--- src/rtl/encoder_32_arb.sv ---
// Sequential 32-to-5 request encoder: latches request pulses and hands them out one at a time over a valid/ack handshake.
// Define ENCODER_32_ROUND_ROBIN_EN for round-robin selection; fixed lowest-index priority otherwise.
module encoder_32_arb (
    input  logic        clk_i,
    input  logic        rst_i,
    input  logic [31:0] req_i,
    input  logic        ack_i,
    output logic [4:0]  index_o,
    output logic        valid_o,
    output logic [31:0] pending_o
);

    typedef enum logic {IDLE = 1'b0, GRANT = 1'b1} state_t;

    state_t      state_q, state_d;
    logic [31:0] pending_q, pending_d;
    logic [4:0]  index_q, index_d;
    logic [4:0]  last_q, last_d;
    logic [31:0] idx_onehot;
    logic [31:0] clr;
    logic [31:0] survivors;
    logic [4:0]  start_idle;
    logic [4:0]  start_ack;
    logic        serve;

    // First set bit of src at or above start, wrapping 31 -> 0.
    function automatic logic [4:0] select_fn(input logic [31:0] src, input logic [4:0] start);
        logic [63:0] dbl;
        logic [31:0] rot;
        logic [4:0]  off;
        dbl = {src, src} >> start;
        rot = dbl[31:0];
        off = 5'd0;
        for (int k = 31; k >= 0; k--) begin
            if (rot[k]) off = 5'(k);
        end
        return start + off;
    endfunction

    generate
        for (genvar gi = 0; gi < 32; gi++) begin : g_onehot
            assign idx_onehot[gi] = (index_q == 5'(gi));
        end
    endgenerate

`ifdef ENCODER_32_ROUND_ROBIN_EN
    assign start_idle = last_q + 5'd1;
    // On ack the served index becomes the new pointer, so search from just past it.
    assign start_ack  = index_q + 5'd1;
`else
    logic unused_last;
    assign start_idle  = 5'd0;
    assign start_ack   = 5'd0;
    assign unused_last = ^last_q;
`endif

    assign serve     = (state_q == GRANT) && ack_i;
    assign clr       = serve ? idx_onehot : 32'h0;
    assign survivors = pending_q & ~idx_onehot;
    // A request arriving on the bit being cleared wins, so the source re-pends.
    assign pending_d = (pending_q & ~clr) | req_i;

    always_ff @(posedge clk_i or posedge rst_i) begin
        if (rst_i) begin
            state_q   <= IDLE;
            pending_q <= 32'h0;
            index_q   <= 5'd0;
            last_q    <= 5'd31;
        end else begin
            state_q   <= state_d;
            pending_q <= pending_d;
            index_q   <= index_d;
            last_q    <= last_d;
        end
    end

    always_comb begin
        state_d = state_q;
        index_d = index_q;
        last_d  = last_q;
        case (state_q)
            IDLE: begin
                if (pending_q != 32'h0) begin
                    index_d = select_fn(pending_q, start_idle);
                    state_d = GRANT;
                end
            end
            GRANT: begin
                if (ack_i) begin
                    last_d = index_q;
                    if (survivors != 32'h0) begin
                        index_d = select_fn(survivors, start_ack);
                    end else begin
                        state_d = IDLE;
                    end
                end
            end
        endcase
    end

    always_comb begin
        valid_o   = (state_q == GRANT);
        index_o   = index_q;
        pending_o = pending_q;
    end

endmodule
--- config.mk ---
export PLATFORM = sky130hd
export DESIGN_NAME = encoder_32_arb
export DESIGN_NICKNAME = d
export VERILOG_FILES = /design/src/rtl/encoder_32_arb.sv
export SDC_FILE = /design/constraint.sdc
export NUM_CORES = 1
export LEC_CHECK = 0
export ABC_AREA = 1
export CELL_PAD_IN_SITES_DETAIL_PLACEMENT = 0
export CELL_PAD_IN_SITES_GLOBAL_PLACEMENT = 2
export CORE_UTILIZATION = 23
export DETAILED_ROUTE_END_ITERATION = 10
export PLACE_DENSITY_LB_ADDON = 0.1
export SKIP_CTS_REPAIR_TIMING = 1
export SYNTH_ARGS = -nofsm -noshare
export SYNTH_HDL_FRONTEND = slang
export SYNTH_SLANG_ARGS = --single-unit
--- constraint.sdc ---
create_clock -name clk_i -period 2.38 [get_ports clk_i]
set_input_delay 0.357 -clock clk_i [delete_from_list [all_inputs] [get_ports clk_i]]
set_output_delay 0.357 -clock clk_i [all_outputs]
set_load 0.03 [all_outputs]
==> impl_metrics.env, run 1 <==
export IMPL_status="finished with violations"
export IMPL_violations="negative setup slack"
export IMPL_place_congestion=0.778
export IMPL_htreeDepth=2
export IMPL_root_buffer="clkbuf_8"
export IMPL_dpl_instance_area_sq_um=4040
export IMPL_antenna_found_initial=0
export IMPL_cp_slowest_cell="dfrtp_2"
export IMPL_final_common_cell="nand2_1"
export IMPL_dp_hpwl_mm=6.83
export IMPL_cp_max_fo=5
export IMPL_synth_nets=420
export IMPL_grt_pass1_vias=2950
export IMPL_layout_cells_most_common_list="nand2_1 (130), buf_4 (79), clkdlybuf4s50_1 (72), a21oi_1 (38), nor2_1 (36)"
export IMPL_tightestPinTransition_ns=0.524
export IMPL_synth_top_area_share_pct=36.9
export IMPL_grt_max_degree=39
export IMPL_drt_pass1_iter_count=4
export IMPL_yosysWarnings=0
export IMPL_vias=2882
export IMPL_p_per_area_nw_per_um2=377
export IMPL_cp_data_required_time_ns=2.61
export IMPL_rows=38
export IMPL_synthTopCellsByArea="dfrtp_1 (37%), nand2_1 (19%), a21oi_1 (7.6%), nand3_1 (5.8%), nor2_1 (5.4%)"
export IMPL_slew_viol_final=0
export IMPL_power_leakage_uw=0.00186
export IMPL_drtIter0Drc=101
export IMPL_layout_drive_gt1_share_pct=25.5
export IMPL_stdcell_area_sq_um=4170
export IMPL_busiest_layer="met2"
export IMPL_vdd_ir_drop_max_v=0.000245
export IMPL_crit_path_max_incr_delay_ns=0.47
export IMPL_cts_tree="built"
export IMPL_finClkSkew_ns=0.0119
export IMPL_clock_sinks=38
export IMPL_fp_dieH_microns=108
export IMPL_grtUsageMet2_pct=25.7
export IMPL_start_util_pct=23.6
export IMPL_period_share_pct=108
export IMPL_cts_buffers=5
export IMPL_grt_pass1_wl_mm=14.4
export IMPL_setup_viol=5
export IMPL_rsz0062_at_grt="true"
export IMPL_num_antenna_cells=0
export IMPL_totalWireLength_mm=8.59
export IMPL_die_w_microns=108
export IMPL_path_class="reg -> reg"
export IMPL_hp_class="in -> async"
export IMPL_fin_crit_ns=2.57
export IMPL_synth_seq_cells=38
export IMPL_track_usage_pct=16.1
export IMPL_final_nets=572
export IMPL_layout_setup_ws_ns=-0.191
export IMPL_io_pins=73
export IMPL_vias_per_cell=4.25
export IMPL_yosysSeqAreaShare_pct=36.9
export IMPL_yosys_area_top_type="dfrtp_1"
export IMPL_numPortBuffers=72
export IMPL_dieArea_sq_um=11600
export IMPL_cp_common_cell="nand2_1"
export IMPL_nFillCells=1194
export IMPL_hold_viol=0
export IMPL_syn2layout_area_growth_pct=62.1
export IMPL_drc=0
export IMPL_yosysUniqueCellTypes=31
export IMPL_avgSynthCellArea_sq_um=6.69
export IMPL_clk_latency_ns=0.30
export IMPL_drv_cap=0
export IMPL_relSlewSlack_pct=65.1
export IMPL_syn_area_sq_um=2570
export IMPL_grt_use_met1_pct=22.4
export IMPL_met3_usage_pct=2.85
export IMPL_gr_total_overflow=0
export IMPL_postLayoutCoreUtil_pct=38.3
export IMPL_ctsLongestPathBuffers=2
export IMPL_critical_path_buf_inv_count=2
export IMPL_synthCells=385
export IMPL_fmax_mhz=389
export IMPL_path_clk_slew_ns=0.09
export IMPL_crit_arrival_ns=2.80
export IMPL_core_area_sq_um=10900
export IMPL_critPathTopFamily="simple AND/OR/NAND/NOR gates"
export IMPL_ant_nets=0
export IMPL_end_kind="flop"
export IMPL_wl_per_cell_microns=12.7
export IMPL_cp_start_kind="flop"
[path summary, 6_finish.rpt]
check,start,endpoint,slack [ns],depth (start not counted)
setup / recovery,index_o[0],index_o[0],-0.19,31
hold reg to reg,pending_o[23],pending_o[23],0.56,2
max in group asynchronous,rst_i,index_o[4],1.51,3
hold / removal,rst_i,pending_o[4],0.49,3
setup reg to reg,index_o[0],index_o[0],-0.19,31
min in group clk_i,pending_o[23],pending_o[23],0.56,2
[layout make-up]
type,count,area [sq um],area share [%]
clock buffers,5,68.8,1.65
clock inverters,3,40.0,0.959
inverters,41,154,3.69
multi-input cells,300,1470,35.1
flip-flops and latches,38,957,22.9
well taps,140,175,4.20
repair buffers,151,1310,31.5
[per-layer routing]
metal / vias up / routed length, microns
li1: 1547 / -
met1: 1275 / 4460
met2: 54 / 3710
met3: 6 / 329
met4: 0 / 85
met5: - / 0
[state kept, by name, indices dropped and copies added (netlist names)]
| signal | flops |
|---|---|
| pending_o | 32 |
| index_o | 5 |
| valid_o | 1 |
[synthesized netlist by cell type]
| cell | number |
|---|---|
| a21oi_2 | 1 |
| buf_6 | 1 |
| inv_1 | 33 |
| nor4_1 | 2 |
| a311oi_1 | 1 |
| nand2_2 | 18 |
| nand3_2 | 1 |
| clkinv_1 | 2 |
| buf_1 | 2 |
| o21ai_1 | 6 |
| nand3_1 | 30 |
| nor2_4 | 2 |
| nor3_1 | 3 |
| dfrtp_1 | 38 |
| o32ai_1 | 1 |
| buf_2 | 1 |
| a31oi_1 | 4 |
| a21boi_0 | 1 |
| clkbuf_1 | 2 |
| o31ai_1 | 2 |
| nor2_1 | 37 |
| a211oi_1 | 2 |
| a22oi_1 | 1 |
| nor2_2 | 3 |
| o21ai_0 | 1 |
| o41ai_1 | 1 |
| o21bai_1 | 4 |
| a21oi_1 | 39 |
| inv_2 | 6 |
| nand2_1 | 131 |
| nand2_4 | 9 |
[where the power goes]
part | leakage [uW] | internal (uW) | switching (uW)
Sequential | 0.000349 | 657 | 22.5
Clock | 0.0000579 | 309 | 254
Combinational | 0.00146 | 168 | 162
Total | 0.00186 | 1130 | 439
[through the flow]
stage	cells	setup TNS (ns)	worst slack, ns	power, uW	hold slack [ns]
detailed placement	669	-0.331	-0.195	1020	0.546
global placement	669	-0.222	-0.170	1020	0.534
floorplan	385	-0.0471	-0.0471	828	0.438
finish	678	-0.406	-0.191	1570	0.488
CTS	677	-0.497	-0.233	1610	0.506
global route	678	-1.57	-0.599	1660	0.518
[worst register-to-register path, delay by kind of cell, from the launching register on]
family,cells,cell delay (ns)
flops,1,0.47
compound gates,1,0.11
buf+inv,2,0.32
simple gates,28,1.61
[cell families after synthesis]
logic type             count (synthesis)  share of synthesized area [%]
and+or+nand+nor                      236                           41.7
DFF                                   38                           36.9
AOI/OAI and AO/OA                     64                           14.2
buffers and inverters                 47                           7.19
Power figures use the tool's default switching activity.
==> run 2: changes to the inputs <==
--- a/config.mk
+++ b/config.mk
@@ -9,4 +9,5 @@
 export CELL_PAD_IN_SITES_DETAIL_PLACEMENT = 0
 export CELL_PAD_IN_SITES_GLOBAL_PLACEMENT = 2
+export CORE_MARGIN = 4
 export CORE_UTILIZATION = 23
 export DETAILED_ROUTE_END_ITERATION = 10
==> constraint.sdc (replaced) <==
create_clock -name clk_i -period 2.38 [get_ports clk_i]
set_input_delay 0.357 -clock clk_i [delete_from_list [all_inputs] [get_ports clk_i]]
set_output_delay 0.357 -clock clk_i [all_outputs]
set_load 0.1 [all_outputs]
==> run 2 against run 1 <==
- the flow still finishes with violations (negative setup slack)
- first-iteration DRC count shrank 15%
- utilization grew 0.97 points
- critical endpoint unchanged
- die area grew 11%
- clock skew shrank 0.0071 ns
- register-to-register slack lost 0.02 ns
- non-clock buffer count grew 10
- combinational power grew 26%
- clock power shrank 21%
- final area grew 2.5%
- power shrank 2.0%
- wire length grew 3.0%
==> impl_metrics.env, run 2 (synthesis gave the netlist of run 1 again) <==
export IMPL_status="finished with violations"
export IMPL_violations="negative setup slack"
export IMPL_finClkSkew_ns=0.00473
export IMPL_io_pins=73
export IMPL_period_share_pct=109
export IMPL_end_kind="flop"
export IMPL_dp_hpwl_mm=7.19
export IMPL_tightestPinTransition_ns=0.497
export IMPL_grt_pass1_wl_mm=14.7
export IMPL_p_int_uw=1050
export IMPL_die_w_microns=114
export IMPL_relSlewSlack_pct=66.8
export IMPL_setup_viol=5
export IMPL_start_util_pct=23.6
export IMPL_track_usage_pct=14.2
export IMPL_ctsLongestPathBuffers=2
export IMPL_r2r_start="index_o[0]"
export IMPL_cts_buffers=5
export IMPL_power_frac_seq_pct=44.3
export IMPL_numPortBuffers=72
export IMPL_final_common_cell="buf_4"
export IMPL_p_comb_share_pct=26.9
export IMPL_dieArea_sq_um=13000
export IMPL_fin_crit_ns=2.60
export IMPL_final_nets=582
export IMPL_p_per_area_nw_per_um2=360
export IMPL_path_clk_slew_ns=0.08
export IMPL_power_switching_uw=491
export IMPL_slew_viol_final=0
export IMPL_clock_sinks=38
export IMPL_tns_ns=-0.564
export IMPL_cp_slowest_cell="dfrtp_4"
export IMPL_grt_pass1_vias=3012
export IMPL_clk_latency_ns=0.29
export IMPL_drtIter0Drc=86
export IMPL_clkPwrFrac_pct=28.7
export IMPL_hold_viol=0
export IMPL_syn2layout_area_growth_pct=66.2
export IMPL_power_leakage_uw=0.00197
export IMPL_largest_register_ffs=32
export IMPL_vias_per_cell=4.22
export IMPL_cts_tree="built"
export IMPL_gr_total_overflow=0
export IMPL_core_area_sq_um=10900
export IMPL_fp_dieH_microns=114
export IMPL_crit_path_max_incr_delay_ns=0.53
export IMPL_num_antenna_cells=0
export IMPL_layout_cells_most_common_list="buf_4 (125), nand2_1 (124), a21oi_1 (38), clkdlybuf4s50_1 (34), inv_1 (33)"
export IMPL_drt_pass1_iter_count=4
export IMPL_htreeDepth=2
export IMPL_grt_max_degree=39
export IMPL_layout_drive_gt1_share_pct=38.1
export IMPL_cp_start_kind="flop"
export IMPL_layout_setup_ws_ns=-0.215
export IMPL_vias=2905
export IMPL_rows=38
export IMPL_preCtsSetupSlack_ns=-0.281
export IMPL_hp_class="in -> async"
export IMPL_drv_cap=0
export IMPL_drc=0
export IMPL_path_class="reg -> reg"
export IMPL_wl_per_cell_microns=12.9
export IMPL_totalWireLength_mm=8.85
export IMPL_cp_data_required_time_ns=2.60
export IMPL_p_total_uw=1540
export IMPL_ant_nets=0
export IMPL_critPathLaunch="index_o[0]"
export IMPL_place_congestion=0.779
export IMPL_antenna_found_initial=0
export IMPL_crit_arrival_ns=2.81
export IMPL_vdd_ir_drop_max_v=0.000280
export IMPL_switching_share_pct=31.9
export IMPL_cp_max_fo=5
export IMPL_cp_common_cell="nand2_1"
export IMPL_rsz0062_at_grt="true"
export IMPL_root_buffer="clkbuf_8"
export IMPL_fmax_mhz=385
==> run 2: cell count changes in the layout (fill, tap and decap cells not counted), sizes merged <==
cell and change:
buf +48, bufinv -1, clkbuf +3, clkdlybuf4s50 -38, clkinv -3, inv +1
==> run 2: cell type report <==
type / instances / area (sq um)
clock buffers: 8 / 80.1
fillers: 1172 / 6610
flip-flops and latches: 38 / 977
repair buffers: 161 / 1310
multi-input cells: 300 / 1570
inverters: 41 / 166
well taps: 140 / 175
==> run 2: worst max-delay path, delay by kind of cell, from the launching register on <==
kind / cells / cell delay, ns
and+or+nand+nor: 34 / 1.87
DFF: 1 / 0.53
AOI/OAI and AO/OA: 1 / 0.11
==> run 2: final timing paths <==
path	end	slack, ns	cells after the start
min in group clk_i	pending_o[23]	0.55	2
hold reg to reg	pending_o[23]	0.55	2
setup / recovery	index_o[0]	-0.22	35
setup reg to reg	index_o[0]	-0.22	35
hold / removal	pending_o[9]	0.49	3
max in group asynchronous	index_o[3]	1.50	3
==> run 2: metal layers <==
layer	vias up	global-route usage (%)	wire (microns)
met4	0	2.85	40
met3	2	2.92	363
met2	51	21.9	3930
met5	-	0	0
li1	1568	-	-
met1	1284	20.5	4510
==> run 2: through the flow <==
stage | utilization, % | area, sq um | cells | hold slack, ns
finish | 39.3 | 4280 | 688 | 0.490
global route | 39.3 | 4280 | 688 | 0.569
CTS | 38.0 | 4140 | 684 | 0.506
detailed placement | 37.3 | 4060 | 676 | 0.541
global placement | 37.3 | 4060 | 676 | 0.536
floorplan | - | 2670 | 385 | 0.438
==> run 2: power by group through the flow <==
stage,Sequential [uW],Combinational (uW),Clock [uW]
6_report,683,415,443
5_1_grt,687,450,509
4_1_cts,683,410,478
3_5_place_dp,696,408,0
3_3_place_gp,695,409,0
2_1_floorplan,776,127,0
==> run 3: changes to the inputs <==
CTS_CLUSTER_DIAMETER = 120   (was unset)
==> results of run 3 <==
No change in the layout: final DEF, timing and power equal those of run 2.
